<file path="config.mk">
export PLATFORM = sky130hd
export DESIGN_NAME = mem_bus_arbiter
export DESIGN_NICKNAME = d
export VERILOG_FILES = /design/src/rtl/mem_bus_pkg.sv /design/src/rtl/arb_timeout_cnt.sv /design/src/rtl/mem_bus_arbiter.sv
export SDC_FILE = /design/constraint.sdc
export NUM_CORES = 1
export LEC_CHECK = 0
export ABC_AREA = 1
export BUFFER_PORTS_ARGS = -buffer_cell sky130_fd_sc_hd__clkbuf_2
export CAP_MARGIN = 20
export CORE_AREA = 5 5 113 115
export CTS_CLUSTER_DIAMETER = 120
export DETAILED_ROUTE_END_ITERATION = 12
export DIE_AREA = 0 0 118 120
export GPL_TIMING_DRIVEN = 0
export PLACE_DENSITY = 0.82
export RECOVER_POWER = 100
export SETUP_SLACK_MARGIN = 0.05
export SYNTH_ARGS = -nofsm -noshare
export SYNTH_HDL_FRONTEND = slang
export SYNTH_SLANG_ARGS = --single-unit
</file>
<file path="constraint.sdc">
create_clock -name Clk -period 4.93 [get_ports Clk]
set_input_delay 0.7395 -clock Clk [delete_from_list [all_inputs] [get_ports Clk]]
set_output_delay 0.7395 -clock Clk [all_outputs]
set_load 0.05 [all_outputs]
</file>
<file path="src/rtl/mem_bus_pkg.sv">
// Shared definitions for the memory bus arbiter: bus bit positions, bus widths
// and the arbiter state encoding.
package mem_bus_pkg;

    // Bus widths
    localparam int unsigned REQ_BUS_W = 66;
    localparam int unsigned RSP_BUS_W = 33;

    // Request bus field positions
    localparam int unsigned REQ     = 65;
    localparam int unsigned WE      = 64;
    localparam int unsigned ADDR_HI = 63;
    localparam int unsigned ADDR_LO = 32;
    localparam int unsigned DATA_HI = 31;
    localparam int unsigned DATA_LO = 0;

    // Response bus field positions
    localparam int unsigned ACK = 32;

    typedef enum logic [1:0] {
        StIdle   = 2'd0,
        StGrantI = 2'd1,
        StGrantD = 2'd2,
        StDone   = 2'd3
    } arb_state_e;

    // One-hot owner {D, I} for a given state
    function automatic logic [1:0] grant_of(arb_state_e st);
        return {st == StGrantD, st == StGrantI};
    endfunction

endpackage

</file>
<file path="src/rtl/arb_timeout_cnt.sv">
// Transaction timeout counter: held at zero while cleared, counts enabled
// cycles and reports expiry once the count equals the limit.
module arb_timeout_cnt (
    input  logic       clk_i,
    input  logic       rst_i,
    input  logic       clear_i,
    input  logic       enable_i,
    input  logic [7:0] limit_i,
    output logic       expired_o
);

    logic [7:0] cnt_q, cnt_d;

    assign expired_o = (cnt_q == limit_i);

    // Next count: clear dominates; stop at the limit so the count never wraps
    always_comb begin
        cnt_d = cnt_q;
        if (clear_i) begin
            cnt_d = 8'd0;
        end else if (enable_i && !expired_o) begin
            cnt_d = cnt_q + 8'd1;
        end
    end

    // Count register
    always_ff @(posedge clk_i or posedge rst_i) begin
        if (rst_i) begin
            cnt_q <= 8'd0;
        end else begin
            cnt_q <= cnt_d;
        end
    end

endmodule

</file>
<file path="src/rtl/mem_bus_arbiter.sv">
// Two-requester (I-cache / D-cache) arbiter for a single memory port.
// Latches one request at a time, routes ack/rdata back to the owner and
// aborts with a synthetic {1, ERR_DATA} response when memory does not answer.
// Optional: define ARB_ROUND_ROBIN_EN for round-robin arbitration between
// simultaneous requests; otherwise D-cache has fixed priority.
module mem_bus_arbiter
    import mem_bus_pkg::*;
#(
    parameter int unsigned  TIMEOUT_CYCLES = 255,
    parameter logic [31:0]  ERR_DATA       = 32'hDEAD_BEEF
) (
    input  logic                 Clk,
    input  logic                 Rst,
    input  logic [REQ_BUS_W-1:0] Icache_bus_out,
    output logic [RSP_BUS_W-1:0] Icache_bus_in,
    input  logic [REQ_BUS_W-1:0] Dcache_bus_out,
    output logic [RSP_BUS_W-1:0] Dcache_bus_in,
    output logic [REQ_BUS_W-1:0] Mem_bus_out,
    input  logic [RSP_BUS_W-1:0] Mem_bus_in,
    output logic [1:0]           o_grant,
    output logic                 o_timeout
);

    arb_state_e  state_q, state_d;
    logic        we_q, we_d;
    logic [31:0] addr_q, addr_d;
    logic [31:0] wdata_q, wdata_d;

    logic i_req, d_req, pick_d;
    logic in_grant, mem_ack, expired;
    logic [RSP_BUS_W-1:0] owner_rsp;

    assign i_req    = Icache_bus_out[REQ];
    assign d_req    = Dcache_bus_out[REQ];
    assign in_grant = (state_q == StGrantI) || (state_q == StGrantD);
    assign mem_ack  = Mem_bus_in[ACK];

`ifdef ARB_ROUND_ROBIN_EN
    // 1 when the D-cache was the last one granted
    logic last_d_q, last_d_d;

    // Winner selection: a lone requester always wins, a tie goes to the one not last served
    always_comb begin
        pick_d = d_req && (!i_req || !last_d_q);
    end

    // Pointer follows every grant issued from idle
    always_comb begin
        last_d_d = last_d_q;
        if (state_q == StIdle && (i_req || d_req)) begin
            last_d_d = pick_d;
        end
    end

    // Last-served pointer register
    always_ff @(posedge Clk or posedge Rst) begin
        if (Rst) begin
            last_d_q <= 1'b0;
        end else begin
            last_d_q <= last_d_d;
        end
    end
`else
    // Winner selection: D-cache always beats I-cache
    always_comb begin
        pick_d = d_req;
    end
`endif

    // Counter runs only while a request is on the memory bus
    arb_timeout_cnt u_timeout_cnt (
        .clk_i     (Clk),
        .rst_i     (Rst),
        .clear_i   (!in_grant),
        .enable_i  (in_grant && !mem_ack),
        .limit_i   (8'(TIMEOUT_CYCLES)),
        .expired_o (expired)
    );

    // Next state and request latch
    always_comb begin
        state_d = state_q;
        we_d    = we_q;
        addr_d  = addr_q;
        wdata_d = wdata_q;
        unique case (state_q)
            StIdle: begin
                if (i_req || d_req) begin
                    state_d = pick_d ? StGrantD : StGrantI;
                    if (pick_d) begin
                        {we_d, addr_d, wdata_d} = Dcache_bus_out[WE:DATA_LO];
                    end else begin
                        {we_d, addr_d, wdata_d} = Icache_bus_out[WE:DATA_LO];
                    end
                end
            end
            StGrantI, StGrantD: begin
                if (mem_ack || expired) begin
                    state_d = StDone;
                end
            end
            StDone: begin
                // Requests are deliberately not sampled here
                state_d = StIdle;
            end
            default: begin
                state_d = StIdle;
            end
        endcase
    end

    // State and request registers
    always_ff @(posedge Clk or posedge Rst) begin
        if (Rst) begin
            state_q <= StIdle;
            we_q    <= 1'b0;
            addr_q  <= 32'd0;
            wdata_q <= 32'd0;
        end else begin
            state_q <= state_d;
            we_q    <= we_d;
            addr_q  <= addr_d;
            wdata_q <= wdata_d;
        end
    end

    // Outputs: memory request from registers, response routed to the owner only
    always_comb begin
        Icache_bus_in = '0;
        Dcache_bus_in = '0;
        // A real ack wins over a coincident timeout
        owner_rsp = (!mem_ack && expired) ? {1'b1, ERR_DATA} : Mem_bus_in;
        if (state_q == StGrantI) begin
            Icache_bus_in = owner_rsp;
        end
        if (state_q == StGrantD) begin
            Dcache_bus_in = owner_rsp;
        end
        Mem_bus_out = in_grant ? {1'b1, we_q, addr_q, wdata_q} : '0;
        o_grant     = grant_of(state_q);
        o_timeout   = in_grant && expired && !mem_ack;
    end

endmodule

</file>
### Word level (Yosys, flattened, before mapping)

Index checks and enable logic that the tools add are counted.

| word-level totals | value |
|---|---|
| register bits | 75 |
| bits of input ports | 167 |
| output and inout port bits | 135 |
| word-level logic and storage cells | 40 |

| operators by class | value |
|---|---|
| $add $sub $neg | 1 |
| eq/ne operators | 7 |
| multiplexer cells | 13 |
| reductions and logical operators | 14 |

Operator list:

| operator | count |
|---|---|
| $mux 33 | 3 |
| $mux 66 | 1 |
| $mux 32 | 2 |
| $mux 8 | 2 |
| $add 8x1->8 const B | 1 |
| $eq 8x8->1 const B | 1 |
| $mux 2 | 3 |
| $pmux 2 s3 | 1 |
| $logic_and 1x1->1 | 5 |
| $eq 2x2->1 const B | 2 |
| $ne 2x2->1 const B | 2 |
| $reduce_and 2->1 | 2 |
| $logic_or 1x1->1 | 3 |
| $eq 2x1->1 const B | 1 |
| $logic_not 1->1 | 2 |
| $logic_not 2->1 | 1 |
| $ne 2x1->1 const B | 1 |
| $reduce_or 2->1 | 1 |
| $mux 1 | 1 |

### Longest topological paths before layout

Gate-level depths: netlist (run 1).

| logic depth | value |
|---|---|
| depth in word-level cells | 6 |
| depth in mapped cells | 9 |
| gate-level depth less buffers | 9 |

### By module

From an unflattened synthesis (run 1), not the netlist that was laid out.

| unflattened totals | value |
|---|---|
| cell total of the unflattened synthesis | 875 |
| area total of the unflattened synthesis | 5146.2 um^2 |

Modules (own cells, without submodules):

| module | instances | cells an instance | area an instance (um^2) | sequential area each (um^2) |
|---|---|---|---|---|
| mem_bus_arbiter | 1 | 770 | 4486.8 | 1676.6 |
| arb_timeout_cnt | 1 | 105 | 659.4 | 200.2 |

### Worst setup path before layout (run 1)

No wires, ideal clock.

| timing | value |
|---|---|
| path type | reg-to-output |
| start point | register state_q[0] |
| end point | output Dcache_bus_in[17] |
| arrival | 2443 ps |
| required time | 4191 ps |
| slack | 1748 ps |
| cell stages (with the launch flop) | 6 |
| buffers on the path | 1 |
| path through | dfrtp_1 inv_1 ha_1 inv_1 clkbuf_1 nor3_1 |

| between the ends | value |
|---|---|
| longest elaborated chain between the ends | 2 |

Ends and longest elaborated chain:

| item | RTL line | RTL |
|---|---|---|
| start: declaration | mem_bus_arbiter.sv:24 | `arb_state_e state_q, state_d;` |
| start signal: assignment | mem_bus_arbiter.sv:115 | `state_q <= StIdle;` |
| start signal: assignment | mem_bus_arbiter.sv:120 | `state_q <= state_d;` |
| $eq 2x2->1 | n/a |  |
| net o_grant[1] | mem_bus_arbiter.sv:20 | `output logic [1:0] o_grant,` |
| $mux 33 | mem_bus_arbiter.sv:136 | `if (state_q == StGrantD) begin` |
| end: declaration | mem_bus_arbiter.sv:17 | `output logic [RSP_BUS_W-1:0] Dcache_bus_in,` |

The timed path passes the listed nets, and every way through them passes these cells.

### Worst setup path in the final report (run 1)

| timing | value |
|---|---|
| start point | register state_q[0] |
| end point | output Mem_bus_out[61] |

| between the ends | value |
|---|---|
| longest elaborated chain between the ends | 3 |
| elaborated cells on any way between the ends | 4 |
| those cells by class | eq/ne: 2; mux: 1; reduce/logical: 1 |

Ends and longest elaborated chain:

| item | RTL line | RTL |
|---|---|---|
| $eq 2x1->1 or $eq 2x2->1 (tied branches) | mem_bus_arbiter.sv:35 | `assign in_grant = (state_q == StGrantI) \|\| (state_q == StGrantD);` |
| $logic_or 1x1->1 (*) | mem_bus_arbiter.sv:35 |  |
| net in_grant | mem_bus_arbiter.sv:30 | `logic in_grant, mem_ack, expired;` |
| $mux 66 (*) | mem_bus_arbiter.sv:139 | `Mem_bus_out = in_grant ? {1'b1, we_q, addr_q, wdata_q} : '0;` |
| end: declaration | mem_bus_arbiter.sv:18 | `output logic [REQ_BUS_W-1:0] Mem_bus_out,` |

Mark *: on every way through the listed nets, which the timed path passes. The rest lies on a longest branch.

==> results of run 1 <==
-- flip-flops by register name, indices dropped and copies added (netlist names) --
register             cells
addr_q                  32
wdata_q                 32
u_timeout_cnt.cnt_q      8
state_q                  2
we_q                     1
-- layout make-up --
| cell class | instances | area (sq um) | area share (%) |
|---|---|---|---|
| clock inverter | 5 | 62.6 | 0.966 |
| buffer | 49 | 210 | 3.24 |
| inverter | 115 | 433 | 6.68 |
| timing repair buffer | 302 | 1370 | 21.1 |
| clock buffer | 11 | 243 | 3.75 |
| tap | 147 | 184 | 2.84 |
| sequential | 75 | 1880 | 29.0 |
| multi-input combinational | 458 | 2100 | 32.5 |
-- Yosys cell counts --
cell and number:
buf_2 14, buf_1 2, o21ai_0 4, nor2_8 1, clkbuf_1 30, nor3_1 16
buf_4 1, a21oi_1 41, inv_2 1, a21oi_2 10, nand3_1 8, dfrtp_1 75
nand2_4 1, nor2_2 1, nand4_1 2, nand2_2 2, nor2_4 1, a31oi_1 66
nor2_1 78, buf_6 2, inv_1 114, nand2_1 222, ha_1 4, xor2_1 1
-- worst max path at each step --
stage	from	to	cells past startpoint
3_5_place_dp	state_q[0]	Mem_bus_out[61]	7
6_report	state_q[0]	Mem_bus_out[61]	7
4_1_cts	state_q[0]	Mem_bus_out[61]	7
5_1_grt	state_q[0]	Mem_bus_out[61]	7
3_3_place_gp	Rst	u_timeout_cnt.cnt_q[7]	2
2_1_floorplan	state_q[0]	Dcache_bus_in[17]	5
-- layer usage --
layer / vias to the layer above / wire length (um)
met5: - / 7
li1: 2786 / -
met3: 27 / 1580
met2: 272 / 8920
met4: 2 / 401
met1: 2537 / 6340
-- worst register-to-register path, stage by stage (launching register included) --
cell,delay (ns)
dfrtp_1,0.40
inv_1,0.09
ha_1,0.17
inv_1,0.07
a21oi_1,0.30
clkbuf_1,0.37
clkbuf_1,0.52
nor2_1,0.10
a31oi_1,0.15
-- per-stage QoR --
stage | hold WS [ns] | instance area, sq um
after global placement | 0.496 | 6320
after global routing | 0.549 | 6480
after detailed placement | 0.504 | 6350
final | 0.514 | 6480
after CTS | 0.366 | 6660
after floorplan | 0.467 | 4630
-- kinds of logic (layout without fill, tap and decap cells) --
| logic type | count (synthesis) | after routing | share of synthesized area [%] |
|---|---|---|---|
| buffers and inverters | 164 | 482 | 14.1 |
| adders and majority gates | 4 | 4 | 1.08 |
| and+or+nand+nor | 332 | 332 | 28.5 |
| xor gates and xnor gates | 1 | 1 | 0.189 |
| AOI/OAI and AO/OA | 121 | 121 | 15.7 |
| DFF | 75 | 75 | 40.5 |
==> reports/results.tsv, run 1 <==
stage	metric	value	unit
setup_path	cp_common_cell	clkbuf_1	
clock_tree	hold_buffers	0	
setup_path	timing.reg2reg.setup_slack	2.68	ns
worst_hold_path	hold_depth	2	
global_route	use_met1	25.7	%
global_route	antenna_found_initial	1	
routing	drt-total-wl	17200	um
die	initial_core_util	39.6	%
clock_tree	cts-root-buf	clkbuf_16	
final_layout	final_common_cell	nand2_1	
worst_hold_path	whs_endpoint	state_q[1]	
synth	syn_area	4630	sq um
sta	hold_violations	0	
setup_path	rr_worst_depth	8	
final_layout	antenna_cells	0	
die	coreArea	11700	sq um
synth	yosysTopAreaCell	dfrtp_1	
clock_tree	cts.htree.levels	3	
global_route	use_met2	43.1	%
setup_path	crit_slowest_cell	clkbuf_1	
die	io-pin-count	302	
routing	post-route-drc-count	0	
sta	tightestPinTransition	1.14	ns
sta	finClkSkew	0.0116	ns
sta	timing.final.crit_share	70.5	%
synth	synth_cell_types	24	
clock_tree	clk_latency	0.34	ns
synth	yosysWarnings	0	
place	portBuffers	301	
synth	ys_ff_latch	75	
place	hpwl	14100	um
sta	fin_tns_setup	0	ns
setup_path	crit_required	4.19	ns
synth	synth.net_count	868	
routing	vias	5624	
routing	first_iter_violations	220	
synth	synth_cells	697	
sta	max_freq	288	MHz
global_route	grt_overflow_total	0	
die	die_area	14200	sq um
final_layout	layout-drive-gt1-share	20.6	%
place	numPlacedInstances	1146	
clock_tree	postCtsSetupRepairBufs	0	
sta	setup_ws	1.46	ns
synth	avgSynthCellArea	6.65	sq um
setup_path	reg2reg_to	addr_q[30]	
setup_path	cp_top_family	buffers and inverters	
status	outcome	completed	
clock_tree	numCtsBuffers	9	
setup_path	crit_fanout	10	
sta	rsz0062_at_grt	false	
global_route	grt_pass1_wl	27100	um
setup_path	path_class	flop to output port	
setup_path	critPathLaunchType	flop	
final_layout	stdcell_count	1162	
final_layout	area_delta_synth_final	39.8	%
synth	yosys-top-cells-area	dfrtp_1, nand2_1, inv_1, a31oi_1, nor2_1	
setup_path	critPathBufInv	5	
sta	min_period	3.47	ns
routing	ant_nets	0	
synth	synth_top_area_share	40.5	%
final_layout	fillCellCount	1268	
die	die_y	120	um
global_route	grtUsageTotal	23.6	%
die	die_w	118	um
sta	final_max_slew_viol_count	0	
setup_path	end_kind	output port	
setup_path	cp.arrival	2.73	ns
clock_tree	cts_resized	0	
setup_path	rr_startpoint	state_q[0]	
final_layout	layout.nets	1181	
clock_tree	cts_tree	yes	
global_route	grt_start_max_net_pins	53	
die	rows	40	
worst_hold_path	hp-class	flop to flop	
routing	firstDrtPassIters	6	
clock_tree	path_clk_slew	0.06	ns
sta	finalSetupViolCount	0	
clock_tree	cts.path.max_buffers	2	
setup_path	slowest_delay	0.53	ns
setup_path	path_cells	inv_1 > ha_1 > clkbuf_1 > clkbuf_1 > nand2_1 > inv_1 > clkbuf_1	
flow_run	cap_viol_max_count	0	
place	gp_congestion	0.872	
routing	avgViaCountPerCell	4.84	
sta	slew_headroom	23.7	%
global_route	grt_pass1_vias	5766	
global_route	use_met3	6.83	%
place	dp_slack	1.99	ns
synth	ys_seq_area_share	40.5	%
final_layout	final_util	55.3	%
worst_hold_path	min_from	state_q[1]	
global_route	grt-busiest-layer	met2	
clock_tree	cts.sinks	75	
final_layout	layout_common_cells	nand2_1, clkbuf_1, clkbuf_2, inv_1, nor2_1	
routing	wire_per_inst	14.8	um
Power of run 1 is not shown: default switching activity piles up to over one toggle a cycle in this logic, so the estimate is an artifact.
==> run 2: changes to the inputs <==
==> constraint.sdc (replaced) <==
create_clock -name Clk -period 3.5 [get_ports Clk]
set_input_delay 0.525 -clock Clk [delete_from_list [all_inputs] [get_ports Clk]]
set_output_delay 0.525 -clock Clk [all_outputs]
set_load 0.05 [all_outputs]
==> reports/results.tsv, run 2 (synthesis gave the netlist of run 1 again) <==
stage	metric	value	unit
status	outcome	completed	
global_route	grt_pass1_vias	5766	
clock_tree	cts_tree	yes	
flow_run	cap_viol_max_count	0	
routing	first_iter_violations	223	
die	die_area	14200	sq um
final_layout	top_regs	addr_q: 32 flops, wdata_q: 32 flops, u_timeout_cnt.cnt_q: 8 flops	
sta	slew_headroom	11.3	%
die	initial_core_util	39.6	%
routing	vias	5594	
place	portBuffers	301	
routing	ant_nets	0	
final_layout	layout-drive-gt1-share	22.7	%
routing	wl_met2	8910	um
final_layout	antenna_cells	0	
global_route	grt_overflow_total	0	
clock_tree	cts.htree.levels	3	
final_layout	finalInstanceArea	6480	sq um
final_layout	area_delta_synth_final	39.9	%
routing	avgViaCountPerCell	4.81	
setup_path	cp.arrival	2.67	ns
die	io-pin-count	302	
die	die_y	120	um
setup_path	critPathLaunchType	flop	
sta	min_period	3.19	ns
final_layout	final_common_cell	nand2_1	
global_route	grt_pass1_wl	27100	um
sta	hold_violations	0	
routing	wire_per_inst	14.8	um
die	rows	40	
clock_tree	postCtsSetupRepairBufs	0	
worst_hold_path	hp-class	input port to async pin	
setup_path	end_kind	output port	
sta	max_freq	313	MHz
sta	tightestPinTransition	1.33	ns
setup_path	crit_fanout	10	
sta	timing.final.crit_share	91.2	%
place	hpwl	14100	um
routing	wl_met3	1490	um
routing	post-route-drc-count	0	
sta	finalSetupViolCount	0	
sta	finClkSkew	0.00954	ns
clock_tree	clk_latency	0.33	ns
die	die_w	118	um
die	coreArea	11700	sq um
clock_tree	path_clk_slew	0.06	ns
setup_path	crit_required	2.97	ns
final_layout	layout.nets	1181	
clock_tree	cts-root-buf	clkbuf_16	
final_layout	layout_common_cells	nand2_1, clkbuf_2, clkbuf_1, inv_1, nor2_1	
clock_tree	hold_buffers	0	
place	gp_congestion	0.872	
global_route	grt_start_max_net_pins	53	
place	placed_area	6350	sq um
clock_tree	cts_resized	0	
clock_tree	cts.sinks	75	
global_route	grtUsageTotal	23.6	%
sta	rsz0062_at_grt	false	
setup_path	path_class	flop to output port	
sta	final_max_slew_viol_count	0	
routing	dr.max_layer_used	met5	
routing	drt-total-wl	17200	um
sta	fin_tns_setup	0	ns
clock_tree	cts.path.max_buffers	2	
clock_tree	numCtsBuffers	9	
routing	met1_length	6420	um
global_route	antenna_found_initial	1	
routing	firstDrtPassIters	5	
-- run 2: cell types whose count changed in the layout (fill, tap and decap cells not counted), sizes merged --
| cell | before | now |
|---|---|---|
| buf | 12 | 11 |
| clkbuf | 350 | 351 |
-- run 2: path summary, 6_finish.rpt --
kind | slack [ns] | from | cells past startpoint | to
max | 0.31 | state_q[0] | 7 | Mem_bus_out[19]
max in group asynchronous | 1.35 | Rst | 3 | u_timeout_cnt.cnt_q[4]
min reg2reg | 0.51 | state_q[1] | 2 | state_q[1]
max reg2reg | 1.24 | state_q[0] | 8 | addr_q[30]
min | 0.36 | Rst | 2 | addr_q[11]
min in group Clk | 0.43 | Icache_bus_out[47] | 3 | addr_q[15]
-- run 2: layout make-up --
cell class | instances | area, sq um
fill | 1258 | 5230
multi-input combinational | 458 | 2100
sequential | 75 | 1880
timing repair buffer | 302 | 1370
inverter | 115 | 433
clock buffer | 11 | 243
buffer | 49 | 210
tap | 147 | 184
clock inverter | 5 | 62.6
-- run 2: through the flow --
step | utilization (%) | setup WS [ns] | hold WS (ns) | std cells
finish | 55.4 | 0.310 | 0.357 | 1162
global route | 55.4 | 0.138 | 0.429 | 1162
detailed placement | 54.3 | 0.772 | 0.503 | 1146
global placement | 54.0 | 0.111 | 0.496 | 1145
floorplan | - | 0.532 | 0.467 | 697
CTS | 56.9 | 0.418 | 0.152 | 1162
-- run 2: worst max-delay path, stage by stage (launching register included) --
cell	delay (ns)
dfrtp_1	0.38
inv_1	0.07
ha_1	0.34
clkbuf_1	0.45
clkbuf_1	0.41
nand2_1	0.12
inv_1	0.08
clkbuf_1	0.50
-- run 2: metal layers --
layer	track usage, %	up-vias
met5	0	-
met4	9.03	2
li1	-	2789
met1	25.7	2517
met3	6.83	27
met2	43.1	259
Power of run 2 is left out for the same reason.
